File: config.mk
export PLATFORM = sky130hd
export DESIGN_NAME = pwm_sample_decoder
export DESIGN_NICKNAME = d
export VERILOG_FILES = /design/src/rtl/pwm_audio_pkg.sv /design/src/rtl/sync_ff.sv /design/src/rtl/pwm_sample_decoder.sv
export SDC_FILE = /design/constraint.sdc
export NUM_CORES = 1
export LEC_CHECK = 0
export BUFFER_PORTS_ARGS = -buffer_cell sky130_fd_sc_hd__buf_2
export CORE_MARGIN = 3
export CORE_UTILIZATION = 40
export DETAILED_ROUTE_END_ITERATION = 7
export PLACE_DENSITY = 0.56
export SLEW_MARGIN = 5
export SYNTH_ARGS = -nofsm -noshare
export SYNTH_HDL_FRONTEND = slang
export SYNTH_SLANG_ARGS = --single-unit
File: constraint.sdc
create_clock -name clk -period 3.7 [get_ports clk]
set_input_delay 0 -clock clk [delete_from_list [all_inputs] [get_ports clk]]
set_output_delay 0 -clock clk [all_outputs]
set_load 0.05 [all_outputs]
File: src/rtl/pwm_audio_pkg.sv
// Shared constants and types for the PWM audio encoder/decoder pair.
// Both sides derive the PWM period from the same sample width.
package pwm_audio_pkg;

  localparam int PWM_SAMPLE_W = 8;
  localparam int PWM_PERIOD   = 2 ** PWM_SAMPLE_W;

  typedef enum logic [0:0] {
    WARMUP = 1'b0,
    RUN    = 1'b1
  } dec_state_e;

  function automatic int pwm_period(input int sample_w);
    return 2 ** sample_w;
  endfunction

endpackage

File: src/rtl/sync_ff.sv
// Multi-flop synchronizer for a single asynchronous bit.
// Depths below two are raised to two.
module sync_ff #(
  parameter int STAGES = 2
) (
  input  logic clk,
  input  logic reset,
  input  logic d,
  output logic q
);

  localparam int N = (STAGES < 2) ? 2 : STAGES;

  logic [N-1:0] chain;

  always_ff @(posedge clk or posedge reset) begin
    if (reset) begin
      chain <= '0;
    end else begin
      chain <= {chain[N-2:0], d};
    end
  end

  assign q = chain[N-1];

endmodule

File: src/rtl/pwm_sample_decoder.sv
// Recovers PCM samples from a PWM bit stream by counting high cycles over
// free-running PERIOD-cycle windows, with a one-entry valid/ready output.
module pwm_sample_decoder
  import pwm_audio_pkg::*;
#(
  parameter int SAMPLE_W    = PWM_SAMPLE_W,
  parameter int SYNC_STAGES = 2
) (
  input  logic                clk,
  input  logic                reset,
  input  logic                pwm_in,
  output logic [SAMPLE_W-1:0] sample_out,
  output logic                sample_out_vld,
  input  logic                sample_out_rdy,
  output logic                frame_tick,
  output logic                saturated,
  output logic                overrun,
  output dec_state_e          state_dbg
);

  localparam int PERIOD = pwm_period(SAMPLE_W);
  localparam logic [SAMPLE_W-1:0] WIN_LAST    = SAMPLE_W'(PERIOD - 1);
  localparam logic [SAMPLE_W-1:0] WIN_PRELAST = SAMPLE_W'(PERIOD - 2);

  logic                pwm_sync;
  logic [SAMPLE_W-1:0] win_cnt;
  logic [SAMPLE_W:0]   acc;
  logic [SAMPLE_W:0]   acc_next;
  logic [SAMPLE_W-1:0] clipped;
  logic                clip;
  logic                win_last;
  logic                new_result;
  logic                xfer;
  dec_state_e          state;

  sync_ff #(
    .STAGES(SYNC_STAGES)
  ) u_sync (
    .clk  (clk),
    .reset(reset),
    .d    (pwm_in),
    .q    (pwm_sync)
  );

  // Handshake: sample_out/saturated are meaningful while sample_out_vld=1 and
  // stay frozen until a cycle with vld=1 and rdy=1, which is the transfer.
  // A result arriving on a transfer cycle replaces the departing sample; a
  // result arriving while full without a transfer is dropped (overrun).
  always_comb begin
    win_last   = (win_cnt == WIN_LAST);
    acc_next   = (win_cnt == '0) ? {{SAMPLE_W{1'b0}}, pwm_sync}
                                 : acc + {{SAMPLE_W{1'b0}}, pwm_sync};
    clip       = acc_next[SAMPLE_W];
    clipped    = clip ? '1 : acc_next[SAMPLE_W-1:0];
    new_result = win_last && (state == RUN);
    xfer       = sample_out_vld && sample_out_rdy;
  end

  always_ff @(posedge clk or posedge reset) begin
    if (reset) begin
      state          <= WARMUP;
      win_cnt        <= '0;
      acc            <= '0;
      frame_tick     <= 1'b0;
      sample_out     <= '0;
      sample_out_vld <= 1'b0;
      saturated      <= 1'b0;
      overrun        <= 1'b0;
    end else begin
      win_cnt    <= win_cnt + 1'b1;
      acc        <= acc_next;
      // Registered one cycle early so the pulse lands on the window's last cycle.
      frame_tick <= (win_cnt == WIN_PRELAST);

      if (win_last && (state == WARMUP)) begin
        state <= RUN;
      end

      if (new_result && (!sample_out_vld || xfer)) begin
        sample_out     <= clipped;
        saturated      <= clip;
        sample_out_vld <= 1'b1;
      end else begin
        if (new_result) begin
          overrun <= 1'b1;
        end
        if (xfer) begin
          sample_out_vld <= 1'b0;
        end
      end
    end
  end

  assign state_dbg = state;

endmodule

=== Word level (Yosys, flattened, before mapping) ===
Cells that the tools add are included.

* Add/subtract/negate cells: 2
* Equality and inequality tests: 2
* Multiplexer cells: 4
* Bitwise operators: 2
* Reductions and logical operators: 9

{| class="wikitable"
|+ Operators by type and width
! cell !! number
|-
| $eq A8 B8 Y1 const B || 2
|-
| $add A9 B1 Y9 || 1
|-
| $mux W9 || 1
|-
| $add A8 B1 Y8 const B || 1
|-
| $logic_not A8 Y1 || 1
|-
| $mux W8 || 1
|-
| $logic_and A1 B1 Y1 || 4
|-
| $mux W1 || 2
|-
| $not A1 Y1 || 2
|-
| $reduce_and A2 Y1 || 1
|-
| $reduce_bool A2 Y1 || 1
|-
| $logic_not A1 Y1 || 1
|-
| $logic_or A1 B1 Y1 || 1
|}

* Bits in registers: 32
* Input bits: 4
* Output and inout bits: 13
* Word-level logic and storage cells: 28

=== Depth between registers and ports, before layout ===
Gate-level depths: netlist of run 1.

* Depth after elaboration: 5
* Depth in mapped cells: 7
* Depth with buffers taken out: 6

=== Cells and area by module ===
From an unflattened synthesis of run 1, not the netlist that was laid out.

* Cell total of the unflattened synthesis: 123
* Area, all modules: 1,442.6 um2

{| class="wikitable"
|+ By module, submodules not included
! module !! instances !! cells each !! area an instance (um2) !! sequential area each (um2)
|-
| pwm_sample_decoder || 1 || 120 || 1,388.8 || 750.7
|-
| sync_ff || 1 || 3 || 53.8 || 50.0
|}

=== Least setup slack after synthesis of run 1 ===
No wires, ideal clock.

* Kind: register to register
* Start point: register win_cnt[0]
* End point: register sample_out[0]
* Library setup time: 0.124 ns
* Arrival: 1.517 ns
* Data required time: 3.576 ns
* Slack: 2.059 ns
* Stages on the path, launching flop included: 7
* Path buffers: 0
* Clock period less this slack: 1.641 ns
* Cell sequence: dfrtp_1 inv_1 ha_1 nor4b_1 nand2_1 mux2_2 o31a_1

* Cells in the longest elaborated chain, start to end: 3
* Elaborated cells between the ends (all ways): 6
* Classes of those cells: eq/ne: 1; mux: 2; reduce/logical: 3

{| class="wikitable"
|+ Ends and longest elaborated chain
! what !! line !! source
|-
| from (decl) || pwm_sample_decoder.sv:26 || <nowiki>logic [SAMPLE_W-1:0] win_cnt;</nowiki>
|-
| from (signal assigned) || pwm_sample_decoder.sv:70 || <nowiki>win_cnt <= win_cnt + 1'b1;</nowiki>
|-
| $logic_not A8 Y1 || pwm_sample_decoder.sv:51 || <nowiki>acc_next = (win_cnt == '0) ? {{SAMPLE_W{1'b0}}, pwm_sync}</nowiki>
|-
| $mux W9 || pwm_sample_decoder.sv:51 ||
|-
| named net acc_next[0] || pwm_sample_decoder.sv:28 || <nowiki>logic [SAMPLE_W:0] acc_next;</nowiki>
|-
| $mux W8 || pwm_sample_decoder.sv:54 || <nowiki>clipped = clip ? '1 : acc_next[SAMPLE_W-1:0];</nowiki>
|-
| to (signal assigned) || pwm_sample_decoder.sv:80 || <nowiki>sample_out <= clipped;</nowiki>
|-
| to (decl) || pwm_sample_decoder.sv:12 || <nowiki>output logic [SAMPLE_W-1:0] sample_out,</nowiki>
|}

The timed path passes the listed nets, and every way through them passes these cells.
A chain may end at the register's enable or synchronous reset.

=== Worst setup path after layout of run 1 ===
* Start point: register win_cnt[0]
* End point: register sample_out[6]

The elaborated chain is that of the path after synthesis.

==> results of run 1 <==
[cells in the mapped netlist]
cell / count / area (µm²)
ha_1: 5 / 62.6
a21oi_1: 1 / 5.00
nor2_1: 7 / 26.3
nor4b_1: 2 / 17.5
or3_2: 1 / 7.51
and3_1: 3 / 18.8
nor3_1: 2 / 10.0
nand4_1: 1 / 6.26
nand2b_1: 3 / 18.8
and4_1: 2 / 17.5
xnor2_1: 7 / 61.3
nor2b_1: 1 / 6.26
a21o_1: 1 / 7.51
and2_1: 2 / 12.5
xor2_1: 5 / 43.8
o21bai_1: 1 / 7.51
o21ai_0: 5 / 25.0
nor4_1: 1 / 6.26
o21a_2: 1 / 8.76
dfrtp_1: 32 / 801
buf_2: 1 / 5.00
o211ai_1: 3 / 22.5
o22a_2: 4 / 40.0
o31a_1: 3 / 26.3
mux2_2: 1 / 11.3
nand2_1: 10 / 37.5
nand3_1: 6 / 30.0
inv_1: 4 / 15.0
nand4_4: 1 / 21.3
[area by class of cell]
| class | instances | area share |
|---|---|---|
| inverter | 4 | 0.00949 |
| tap | 44 | 0.0348 |
| multi-input combinational | 79 | 0.353 |
| timing repair buffer | 19 | 0.0680 |
| sequential | 32 | 0.506 |
| clock inverter | 1 | 0.00316 |
| clock buffer | 6 | 0.0261 |
[routing by layer]
| layer | GRT usage | vias up |
|---|---|---|
| li1 | - | 454 |
| met1 | 0.168 | 456 |
| met2 | 0.231 | 10 |
| met3 | 0.0572 | 4 |
| met4 | 0.0554 | 0 |
| met5 | 0 | - |
[worst reg2reg max path: stages, from the launching register on]
cell,delay [ns]
dfrtp_1,0.43
inv_1,0.13
ha_1,0.16
nor4b_1,0.28
and2_1,0.41
a21oi_1,0.12
o31a_1,0.26
[repair_timing]
action | CTS | global route
setup buffers | 0 | 0
hold buffers | 2 | 0
hold endpoints to repair | 33 | 0
[power groups by stage]
stage | clock network, mW | logic (mW) | registers (mW)
3_5_place_dp | 0 | 0.101 | 0.432
3_3_place_gp | 0 | 0.101 | 0.429
2_1_floorplan | 0 | 0.0815 | 0.424
5_1_grt | 0.209 | 0.119 | 0.429
4_1_cts | 0.188 | 0.104 | 0.424
6_report | 0.179 | 0.102 | 0.423
[state kept, by name, indices dropped and copies added (netlist names)]
register	cells
overrun	1
win_cnt	8
acc	9
sample_out	8
u_sync.chain	2
sample_out_vld	1
saturated	1
state_dbg	1
frame_tick	1
[stage by stage]
stage / hold slack (ns) / total power [mW] / std cells / setup slack, ns / area [µm²]
after floorplan: 0.0314 / 0.505 / 116 / 2.06 / 1380
after global placement: 0.0962 / 0.529 / 176 / 1.88 / 1520
after detailed placement: 0.109 / 0.532 / 176 / 1.85 / 1520
after CTS: 0.0186 / 0.715 / 185 / 1.81 / 1580
after global routing: 0.0440 / 0.757 / 185 / 1.60 / 1580
final: 0.0238 / 0.704 / 185 / 1.81 / 1580
[logic make-up (layout without fill, tap and decap cells)]
logic type               count (synthesis)  after routing  synth area share
multiplexers                             1              1           0.00817
XOR/XNOR                                12             12            0.0762
AND/OR/NAND/NOR                         42             42             0.172
AO/OA/AOI/OAI                           19             19             0.103
flip-flops                              32             32             0.581
buffers and inverters                    5             30            0.0145
adder cells (fa/ha/maj)                  5              5            0.0454
[final timing paths]
path / startpoint / end / slack, ns / cells after the start
max in group asynchronous: reset / u_sync.chain[0]$_DFF_PP0_ / 3.12 / 4
worst min-delay path: sample_out_rdy / sample_out_vld$_DFFE_PP0P_ / 0.02 / 3
worst max register to register: win_cnt[0]$_DFF_PP0_ / sample_out[6]$_DFFE_PP0P_ / 1.81 / 6
worst max-delay path: win_cnt[0]$_DFF_PP0_ / sample_out[6]$_DFFE_PP0P_ / 1.81 / 6
min in group asynchronous: reset / frame_tick$_DFF_PP0_ / 0.28 / 4
worst min register to register: u_sync.chain[0]$_DFF_PP0_ / u_sync.chain[1]$_DFF_PP0_ / 0.36 / 0
[cell usage in the layout, fill, tap and decap left out, drive strengths merged, types with 4 or more instances in the layout]
| master | count |
|---|---|
| dfrtp | 32 |
| buf | 17 |
| nand2 | 10 |
| nor2 | 7 |
| xnor2 | 7 |
| nand3 | 6 |
| clkbuf | 6 |
| o21ai | 5 |
| xor2 | 5 |
| ha | 5 |
| inv | 4 |
| o22a | 4 |
==> impl_metrics.toml, run 1 <==
[setup_path]
crit_arrival_ns = 2.10
cpPeakStageDelay_ns = 0.43
worstSetupStartpointType = "register"
critPathCaptureType = "register"
crit_required_ns = 3.91
slowest_stage = "dfrtp_1"
path_buf_inv = 1
worstPathCellList = "inv_1 -> ha_1 -> nor4b_1 -> and2_1 -> a21oi_1 -> o31a_1"
crit_fanout = 11
crit_family = "simple AND/OR/NAND/NOR gates"
crit_type = "register to register"

[yosys]
syn_avg_cell_area_um2 = 11.9
synth.distinct_cells = 29
syn_nets = 125
synth-seq-cells = 32
syn_area_mm2 = 0.00138
netlist_instances = 116
synth.yosys.warnings = 0
ys_seq_area_frac = 0.581

[clock_tree]
cts_max_level = 2
cts.clk_slew.worst_paths_ns = 0.09
clock_latency_ns = 0.33
clock_path_buffers = 2
clockRootBuffer = "clkbuf_4"
cts_tree = "yes"
ctsResizeCount = 0
cts_buffers = 5
clkSinkCount = 32

[floorplanning]
die_w_um = 64.7
dieArea_mm2 = 0.00419
num_rows = 20
core_mm2 = 0.00318
start_util = 0.434
ios = 17
die_h_um = 64.7

[timing]
worst_pin_slew_ns = 0.396
hold_viol = 0
finalCriticalPeriod_ns = 1.89
maxSlewHeadroom = 0.736
slew_viol_final = 0
tns_ns = 0
timing.fmax_ghz = 0.530
setup_viol = 0
rsz0062_at_grt = "false"
skew_ns = 0.0131
period_share = 0.510

[power_and_ir_drop]
power.share.switching = 0.290
p_sw_uw = 204
p_comb_frac = 0.144
pwr-share-seq = 0.601
internal_power_uw = 499
cellPowerDensity_mw_per_mm2 = 445
leakagePower_nw = 0.749
vdd_drop_max_uv = 206
clockPowerShare = 0.255

[finish]
post-route-util = 0.498
layout.nets = 150
multi_input_area_um2 = 558
final_layout_size_suffix_gt1_frac = 0.220
antenna_cells = 0
areaGrowthSynthToFinish_pct = 14.8
fillers = 309
seq_area_um2 = 801

[place]
dp.final_hpwl_mm = 1.78
gp_congestion = 0.804
port_buffers = 16

[route]
drt_first_iter_violations = 47
drc = 0
drtAntennaViolNets = 0
vias = 924
routed_wl_mm = 2.45
wl_per_cell_um = 13.2
dr_wl_met2_mm = 1.28
routed.top_layer = "met4"
met3WireLength_um = 64
drt-met1-wl_mm = 1.07
firstDrtPassIters = 4
routed_via_density = 4.99

[global_routing]
first_global_vias = 988
grt-ovfl-total = 0
grt_usage = 0.142
grt_max_degree = 33
grt_pass1_wl_mm = 4.53
grt_antenna_before_repair = 0

[run]
max-cap-violations = 0

[hold_path]
hp-class = "primary input to register"

[status]
status = "complete, no violations"
Note: power is estimated with default switching activity, not from simulation.
==> run 2, diff against run 1 <==
--- a/config.mk
+++ b/config.mk
@@ -9,7 +9,7 @@
 export CORE_MARGIN = 3
 export CORE_UTILIZATION = 40
 export DETAILED_ROUTE_END_ITERATION = 7
-export PLACE_DENSITY = 0.56
+export PLACE_DENSITY = 0.58
 export SLEW_MARGIN = 5
 export SYNTH_ARGS = -nofsm -noshare
 export SYNTH_HDL_FRONTEND = slang
==> constraint.sdc (replaced) <==
create_clock -name clk -period 1.55 [get_ports clk]
set_input_delay 0 -clock clk [delete_from_list [all_inputs] [get_ports clk]]
set_output_delay 0 -clock clk [all_outputs]
set_load 0.05 [all_outputs]
==> run 2 against run 1 <==
Effect of this change:
- the flow now finishes with violations (negative setup slack)
- power grew to 3.0 times the previous value
- worst setup slack got worse by 1.9 ns
- via count increased by 13%
- register-to-register slack lost 1.9 ns
- critical path depth unchanged
- sequential share of layout area is 9.6 points lower
- flip-flop and latch count is the same
- combinational power rose to 3.7 times the previous value
- clock skew shrank 0.011 ns
- critical path type unchanged
- critical endpoint is now sample_out[0]$_DFFE_PP0P_
- largest cell class unchanged
==> impl_metrics.toml, run 2 (synthesis gave the netlist of run 1 again) <==
[status]
status = "finished with violations"
violations = "negative setup slack"

[power_and_ir_drop]
p_comb_frac = 0.177
fin_total_pwr_mw = 2.11
vdd_drop_max_uv = 512
leakagePower_nw = 0.923
internal_power_mw = 1.52
clockPowerShare = 0.340
p_sw_uw = 592
cellPowerDensity_mw_per_mm2 = 1080
pwr-share-seq = 0.483
power.share.switching = 0.280

[floorplanning]
ios = 17
dieArea_mm2 = 0.00419
start_util = 0.434
die_h_um = 64.7
core_mm2 = 0.00318
num_rows = 20
die_w_um = 64.7

[finish]
fin_cells = 213
layout_common_cells = "dfrtp_1, buf_4, buf_2"
largest_reg_flops = 9
antenna_cells = 0
regMostFlops = "acc"
areaGrowthSynthToFinish_pct = 41.8
reg_top3 = "acc: 9 flops, sample_out: 8 flops, win_cnt: 8 flops"
layout.nets = 177
fillers = 269
final_layout_size_suffix_gt1_frac = 0.479
final_common_cell = "dfrtp_1"

[timing]
worst_pin_slew_ns = 0.467
skew_ns = 0.00230
fin_ws_ns = -0.0939
slew_viol_final = 0
maxSlewHeadroom = 0.688
hold_viol = 0
period_share = 1.06
finalCriticalPeriod_ns = 1.64
timing.fmax_ghz = 0.608
rsz0062_at_grt = "true"
setup_viol = 8

[global_routing]
grt-ovfl-total = 0
grt_max_degree = 14
grt_antenna_before_repair = 0
grt_pass1_wl_mm = 4.96
first_global_vias = 1058
grt_usage = 0.155

[route]
drc = 0
drtAntennaViolNets = 0
vias = 1043
wl_per_cell_um = 13.5
routed_wl_mm = 2.88
firstDrtPassIters = 4
drt_first_iter_violations = 50
routed_via_density = 4.90

[setup_path]
crit_fanout = 3
worstSetupStartpointType = "register"
crit_required_ns = 1.79
crit_type = "register to register"
crit_arrival_ns = 1.88
critPathCaptureType = "register"
reg2reg_depth = 6
rr_endpoint = "sample_out[0]$_DFFE_PP0P_"
r2r_slack_ns = -0.09
crit_end = "sample_out[0]$_DFFE_PP0P_"
startpoint = "win_cnt[1]$_DFF_PP0_"
reg2reg_from = "win_cnt[1]$_DFF_PP0_"

[place]
dp.final_hpwl_mm = 1.98
gp_congestion = 0.818
port_buffers = 16
dp_slack_ns = -0.0964
place_inst = 195

[clock_tree]
cts_max_level = 2
cts_buffers = 5
clock_path_buffers = 2
cts.clk_slew.worst_paths_ns = 0.10
clockRootBuffer = "clkbuf_4"
clock_latency_ns = 0.34
cts_tree = "yes"
clkSinkCount = 32

[hold_path]
hp-class = "primary input to register"
holdPathStages = 3

[run]
max-cap-violations = 0
run 2: layout make-up:
class	count	area, µm²	area share
well taps	44	55.1	0.0282
multi-input cells	79	678	0.347
inverters	4	15.0	0.00768
flip-flops and latches	32	802	0.410
clock inverters	1	30.0	0.0154
repair buffers	46	310	0.159
clock buffers	7	65.1	0.0333
run 2: per-stage QoR:
stage	instance area [µm²]	setup TNS, ns	hold slack (ns)	utilization
6_report	1960	-0.258	0.0637	0.615
5_1_grt	1960	-1.09	0.105	0.615
4_1_cts	1820	-0.0865	0.0421	0.573
3_5_place_dp	1670	-0.490	0.0370	0.525
3_3_place_gp	1670	-0.173	0.0304	0.525
2_1_floorplan	1390	0	0.0314	-
run 2: how the worst min path moves through the flow:
stage	start	to	slack (ns)
CTS	sample_out_rdy	sample_out_vld$_DFFE_PP0P_	0.04
global placement	reset	overrun$_DFFE_PP0P_	0.03
floorplan	pwm_in	u_sync.chain[0]$_DFF_PP0_	0.03
detailed placement	reset	overrun$_DFFE_PP0P_	0.04
global route	sample_out_rdy	sample_out_vld$_DFFE_PP0P_	0.11
finish	sample_out_rdy	sample_out_vld$_DFFE_PP0P_	0.06
run 2: worst max-delay path, cell delays in order, from the launching register on:
cell,delay (ns)
dfrtp_1,0.42
inv_2,0.09
ha_4,0.12
nor4b_4,0.23
nand2_2,0.13
mux2_4,0.32
o31a_1,0.23
run 2: timing repair:
| item | CTS | global route |
|---|---|---|
| pin swaps | 2 | 7 |
| gates resized for setup | 6 | 23 |
| setup buffers | 2 | 6 |
| hold endpoints to repair | 12 | 0 |
| hold buffers | 2 | 0 |
| endpoints found under the setup margin | 10 | 13 |
run 2: metal layers:
layer	up-vias	wire [µm]	track usage
li1	511	-	-
met1	506	1340	0.207
met2	19	1360	0.230
met3	7	111	0.0468
met4	0	64	0.0712
met5	-	0	0
run 2: power by group through the flow:
stage	registers [mW]	logic [mW]	clock network, mW
after floorplan	1.01	0.196	0
after global placement	1.03	0.303	0
after detailed placement	1.02	0.306	0
after CTS	1.01	0.314	0.731
after global routing	1.04	0.423	0.775
final	1.02	0.375	0.718
